<file path="config.mk">
export PLATFORM = sky130hd
export DESIGN_NAME = dmem_arbiter
export DESIGN_NICKNAME = d
export VERILOG_FILES = /design/src/rtl/dmem_arbiter.sv
export SDC_FILE = /design/constraint.sdc
export NUM_CORES = 1
export LEC_CHECK = 0
export CAP_MARGIN = 30
export CORE_AREA = 2 2 117 119
export DETAILED_ROUTE_END_ITERATION = 16
export DIE_AREA = 0 0 119 121
export HOLD_SLACK_MARGIN = 0.05
export PLACE_DENSITY = 0.76
export SETUP_SLACK_MARGIN = 0.4
export SLEW_MARGIN = 20
export SYNTH_ARGS = -nofsm -noshare
export SYNTH_HDL_FRONTEND = slang
export SYNTH_SLANG_ARGS = --single-unit
</file>
<file path="constraint.sdc">
create_clock -name clk -period 2.45 [get_ports clk]
set_input_delay 0.49 -clock clk [delete_from_list [all_inputs] [get_ports clk]]
set_output_delay 0.49 -clock clk [all_outputs]
set_load 0.05 [all_outputs]
</file>
<file path="src/rtl/dmem_arbiter.sv">
// Two-port round-robin arbiter and read sequencer in front of a single-port data memory.
// Port 0 is the core load/store path, port 1 the debug/loader master (with burst lock).
module dmem_arbiter #(
  parameter int ADDR_W = 32,
  parameter int DATA_W = 32,
  parameter int RD_LAT = 1
) (
  input  logic              clk,
  input  logic              rst,
  input  logic              m0_req,
  input  logic              m0_we,
  input  logic [ADDR_W-1:0] m0_addr,
  input  logic [DATA_W-1:0] m0_wdata,
  input  logic              m1_req,
  input  logic              m1_we,
  input  logic [ADDR_W-1:0] m1_addr,
  input  logic [DATA_W-1:0] m1_wdata,
  input  logic              m1_lock,
  output logic              m0_gnt,
  output logic              m1_gnt,
  output logic              m0_rvalid,
  output logic              m1_rvalid,
  output logic [DATA_W-1:0] m0_rdata,
  output logic [DATA_W-1:0] m1_rdata,
  output logic              core_stall,
  output logic              mem_en,
  output logic              mem_we,
  output logic [ADDR_W-1:0] mem_addr,
  output logic [DATA_W-1:0] mem_wdata,
  input  logic [DATA_W-1:0] mem_rdata,
  output logic [1:0]        dbg_state
);

  // Handshake: a master holds req (with we/addr/wdata stable) until the
  // combinational gnt; the access is taken in the gnt cycle. Reads return
  // later as a one-cycle rvalid pulse with rdata registered alongside it.

  typedef enum logic [1:0] {
    IDLE    = 2'd0,
    RD_WAIT = 2'd1,
    RD_RET  = 2'd2
  } state_e;

  localparam logic [1:0] CNT_LOAD = 2'(RD_LAT - 1);

  state_e            state_q, state_d;
  logic              prio_q, prio_d;
  logic [1:0]        cnt_q, cnt_d;
  logic              owner_q, owner_d;
  logic              m0_rvalid_q, m0_rvalid_d;
  logic              m1_rvalid_q, m1_rvalid_d;
  logic [DATA_W-1:0] m0_rdata_q, m0_rdata_d;
  logic [DATA_W-1:0] m1_rdata_q, m1_rdata_d;

  logic arb_en;
  logic win1;
  logic rd_grant;
  logic rd_done;

  // State register
  always_ff @(posedge clk or negedge rst) begin
    if (!rst) begin
      state_q     <= IDLE;
      prio_q      <= 1'b0;
      cnt_q       <= 2'd0;
      owner_q     <= 1'b0;
      m0_rvalid_q <= 1'b0;
      m1_rvalid_q <= 1'b0;
      m0_rdata_q  <= '0;
      m1_rdata_q  <= '0;
    end else begin
      state_q     <= state_d;
      prio_q      <= prio_d;
      cnt_q       <= cnt_d;
      owner_q     <= owner_d;
      m0_rvalid_q <= m0_rvalid_d;
      m1_rvalid_q <= m1_rvalid_d;
      m0_rdata_q  <= m0_rdata_d;
      m1_rdata_q  <= m1_rdata_d;
    end
  end

  // Next-state logic: RD_RET arbitrates like IDLE, so back-to-back reads chain.
  always_comb begin
    state_d = state_q;
    case (state_q)
      IDLE, RD_RET: state_d = rd_grant ? RD_WAIT : IDLE;
      RD_WAIT:      if (cnt_q == 2'd0) state_d = RD_RET;
      default:      state_d = IDLE;
    endcase
  end

  // Output logic: arbitration, memory strobes and stall.
  always_comb begin
    arb_en   = rst && (state_q != RD_WAIT);
    win1     = m1_req && (m1_lock || !m0_req || prio_q);
    m0_gnt   = arb_en && m0_req && !win1;
    m1_gnt   = arb_en && win1;
    mem_en   = m0_gnt || m1_gnt;
    mem_we   = (m0_gnt && m0_we) || (m1_gnt && m1_we);
    mem_addr  = '0;
    mem_wdata = '0;
    if (m1_gnt) begin
      mem_addr  = m1_addr;
      mem_wdata = m1_wdata;
    end else if (m0_gnt) begin
      mem_addr  = m0_addr;
      mem_wdata = m0_wdata;
    end
    rd_grant = (m0_gnt && !m0_we) || (m1_gnt && !m1_we);
    rd_done  = (state_q == RD_WAIT) && (cnt_q == 2'd0);
    // The core is frozen from its read grant until the data-return cycle.
    core_stall = (m0_req && !m0_gnt) || (m0_gnt && !m0_we) ||
                 ((state_q == RD_WAIT) && !owner_q);
  end

  // Datapath: priority rotation, latency counter and read-data return.
  always_comb begin
    prio_d      = prio_q;
    cnt_d       = cnt_q;
    owner_d     = owner_q;
    m0_rvalid_d = 1'b0;
    m1_rvalid_d = 1'b0;
    m0_rdata_d  = m0_rdata_q;
    m1_rdata_d  = m1_rdata_q;

    // A locked port-1 grant keeps priority on port 1 for the rest of the burst.
    if (m0_gnt) begin
      prio_d = 1'b1;
    end else if (m1_gnt) begin
      prio_d = m1_lock;
    end

    if (rd_grant) begin
      cnt_d   = CNT_LOAD;
      owner_d = m1_gnt;
    end else if ((state_q == RD_WAIT) && (cnt_q != 2'd0)) begin
      cnt_d = cnt_q - 2'd1;
    end

    if (rd_done) begin
      if (owner_q) begin
        m1_rdata_d  = mem_rdata;
        m1_rvalid_d = 1'b1;
      end else begin
        m0_rdata_d  = mem_rdata;
        m0_rvalid_d = 1'b1;
      end
    end
  end

  assign m0_rvalid = m0_rvalid_q;
  assign m1_rvalid = m1_rvalid_q;
  assign m0_rdata  = m0_rdata_q;
  assign m1_rdata  = m1_rdata_q;
  assign dbg_state = state_q;

endmodule

</file>
==> flow_summary.json <==
{
  "status": "finished, final reports clean",
  "setup_viol": 0,
  "synth_edf_count": 0,
  "cts_buffers": 9,
  "synth_flop_cell": "dfrtp_1",
  "dp.final_hpwl_um": 11900,
  "core_um2": 13100,
  "fillers": 849,
  "seqCellArea_um2": 1800,
  "postSynthAreaPerCell_um2": 13.7,
  "grt_pass1_wl_um": 25000,
  "portBuffers": 303,
  "p_per_area_nw_per_um2": 1150,
  "slew_headroom_pct": 51.7,
  "grt_pass1_vias": 4276,
  "dpl_worst_slack_ns": -0.182,
  "layout-drive-gt1-share_pct": 46.0,
  "cts_buffer_depth": 2,
  "grt.total_usage_pct": 22.8,
  "cts-root-buf": "clkbuf_16",
  "post-route-drc-count": 0,
  "drt_first_pass_iters": 4,
  "rows": 42,
  "htree_levels": 3,
  "synth_top_area_share_pct": 51.8,
  "vias": 3751,
  "fin_ws_ns": 0.00890,
  "synthArstFlopShare_pct": 100,
  "drt-total-wl_um": 17300,
  "worstSetupPathType": "reg2out",
  "worstPathRequired_ns": 1.96,
  "cts_tree": "built",
  "synth-seq-cells": 72,
  "path_clk_slew_ns": 0.06,
  "tightest_slew_ns": 0.715,
  "synth_top_area_cell": "dfrtp_1",
  "period_needed_ns": 2.44,
  "wl_per_cell_um": 22.2,
  "antenna_left": 0,
  "area_growth_pct": 161,
  "synth.distinct_cells": 30,
  "viasPerCell": 4.82,
  "vdd.ir_drop.worst_mv": 0.910,
  "power_mw": 10.4,
  "grt_overflow_total": 0,
  "netlist_instances": 254,
  "syn_area_um2": 3480,
  "hp-class": "in2async",
  "synth_area_leaders": "dfrtp_1 (52%), mux2_2 (20%), a22o_1 (16%)",
  "multiInputGateArea_um2": 2140,
  "chipHeight_um": 121,
  "insertion_delay_ns": 0.33,
  "cp_max_fo": 5,
  "rsz0062_at_grt": "true",
  "fin_worst_skew_ns": 0.0105,
  "grt_max_degree": 72,
  "maxSlewViolCount": 0,
  "synth_most_common_cell": "dfrtp_1",
  "syn_nets": 422,
  "antenna_found_initial": 2,
  "worstPathArrival_ns": 1.95,
  "netlist_top_cells_count": "dfrtp_1 (72), a22o_1 (65), mux2_2 (61)",
  "nNetsFinal": 765,
  "cp-start-kind": "register",
  "yosysWarningCount": 0,
  "cap_violations": 0,
  "cp-end-kind": "primary output",
  "place.gp.congestion": 0.861,
  "hold_viol": 0,
  "die_area_um2": 14400,
  "ios": 304,
  "seq_area_frac_synth_pct": 51.8,
  "die_w_um": 119,
  "fmax_ghz": 0.410,
  "drtIter0Drc": 126,
  "clock_sinks": 72,
  "final.period_utilization_pct": 99.6,
  "p_leak_nw": 3.92,
  "floorplan.initialDensity_pct": 26.6
}
routing by layer:
layer / vias to the layer above / track usage, % / wire [µm]
met5: - / 0 / 11
met4: 2 / 6.32 / 462
met3: 36 / 7.80 / 1360
met2: 177 / 43.1 / 9130
met1: 1866 / 23.9 / 6300
li1: 1670 / - / -
report_power, final:
part           leakage, nW  switching (mW)  internal, mW
clock                0.162           0.533         0.904
combinational         2.90            3.87          3.01
sequential           0.860           0.313          1.78
layout by cell type, fill, tap and decap left out, types with 2 or more instances in the layout:
cell type | synthesis | routed
a22o_4 | 0 | 65
mux2_2 | 61 | 61
dfrtp_1 | 72 | 70
mux2_1 | 4 | 4
inv_1 | 5 | 5
clkdlybuf4s50_1 | 0 | 225
nor3b_4 | 1 | 2
dlymetal6s2s_1 | 0 | 4
buf_6 | 0 | 8
a41o_1 | 2 | 2
buf_4 | 10 | 15
bufinv_16 | 0 | 2
o21ai_2 | 0 | 2
dfrtp_2 | 0 | 2
buf_12 | 0 | 79
dlygate4sd2_1 | 0 | 2
buf_16 | 0 | 11
clkinv_4 | 0 | 2
clkbuf_16 | 0 | 14
nor2_1 | 3 | 2
area by class of cell:
| cell class | count | area share [%] |
|---|---|---|
| Multi-Input combinational cell | 156 | 23.6 |
| Tap cell | 176 | 2.43 |
| Sequential cell | 72 | 19.9 |
| Clock buffer | 9 | 2.48 |
| Clock inverter | 7 | 1.13 |
| Antenna cell | 1 | 0.0276 |
| Timing Repair Buffer | 353 | 50.3 |
| Inverter | 5 | 0.207 |
logic make-up after synthesis:
family                   after synthesis  share of synthesized area [%]
multiplexers                          65                           21.0
AO/OA/AOI/OAI                         74                           19.1
XOR/XNOR                               1                          0.252
adder cells (fa/ha/maj)                1                          0.360
AND/OR/NAND/NOR                       15                           3.27
buffers and inverters                 26                           4.21
flip-flops                            72                           51.8
sequential cells by signal, indices dropped and copies added, names as in the netlist:
register and flops:
prio_q 1, m1_rdata 32, m0_rvalid 1, cnt_q 2
m1_rvalid 1, m0_rdata 32, owner_q 1, dbg_state 2
path summary, 6_finish.rpt:
kind,cells after the start,to,start,slack [ns]
setup / recovery,8,mem_addr[15],dbg_state[1],0.009
hold / removal,2,m1_rdata[23],rst,0.21
setup reg to reg,6,m0_rdata[12],dbg_state[1],0.49
hold reg to reg,1,m1_rdata[22],m1_rdata[22],0.50
max in group asynchronous,3,m0_rdata[4],rst,1.72
min in group clk,1,m1_rdata[22],m1_rdata[22],0.50
timing repair:
| action | CTS | global route |
|---|---|---|
| endpoints found under the setup margin | 102 | 105 |
| pin swaps | 39 | 15 |
| gates resized for setup | 63 | 14 |
| hold buffers | 1 | 0 |
| cloned | 8 | 5 |
| buffers inserted | 17 | 3 |
| endpoints found under the hold margin | 1 | 0 |
metrics by stage:
stage          std cells  hold slack (ns)  utilization (%)  setup TNS [ns]  area, µm²
2_1_floorplan        254            0.194                -               0       3900
3_3_place_gp         727            0.310             59.7           -6.81       7810
3_5_place_dp         727            0.312             59.7           -9.59       7810
4_1_cts              769            0.496             67.5               0       8830
5_1_grt              778            0.210             69.3          -0.423       9070
6_report             779            0.206             69.4               0       9080
worst max-delay path, stage by stage, from the launching register on:
cell and delay, ns:
dfrtp_2 0.43, nor2b_4 0.21, a211oi_4 0.06, buf_6 0.12, buf_6 0.11, buf_12 0.13
clkbuf_16 0.15, a22o_4 0.26, buf_12 0.15
Note: power is estimated with default switching activity, not from simulation.
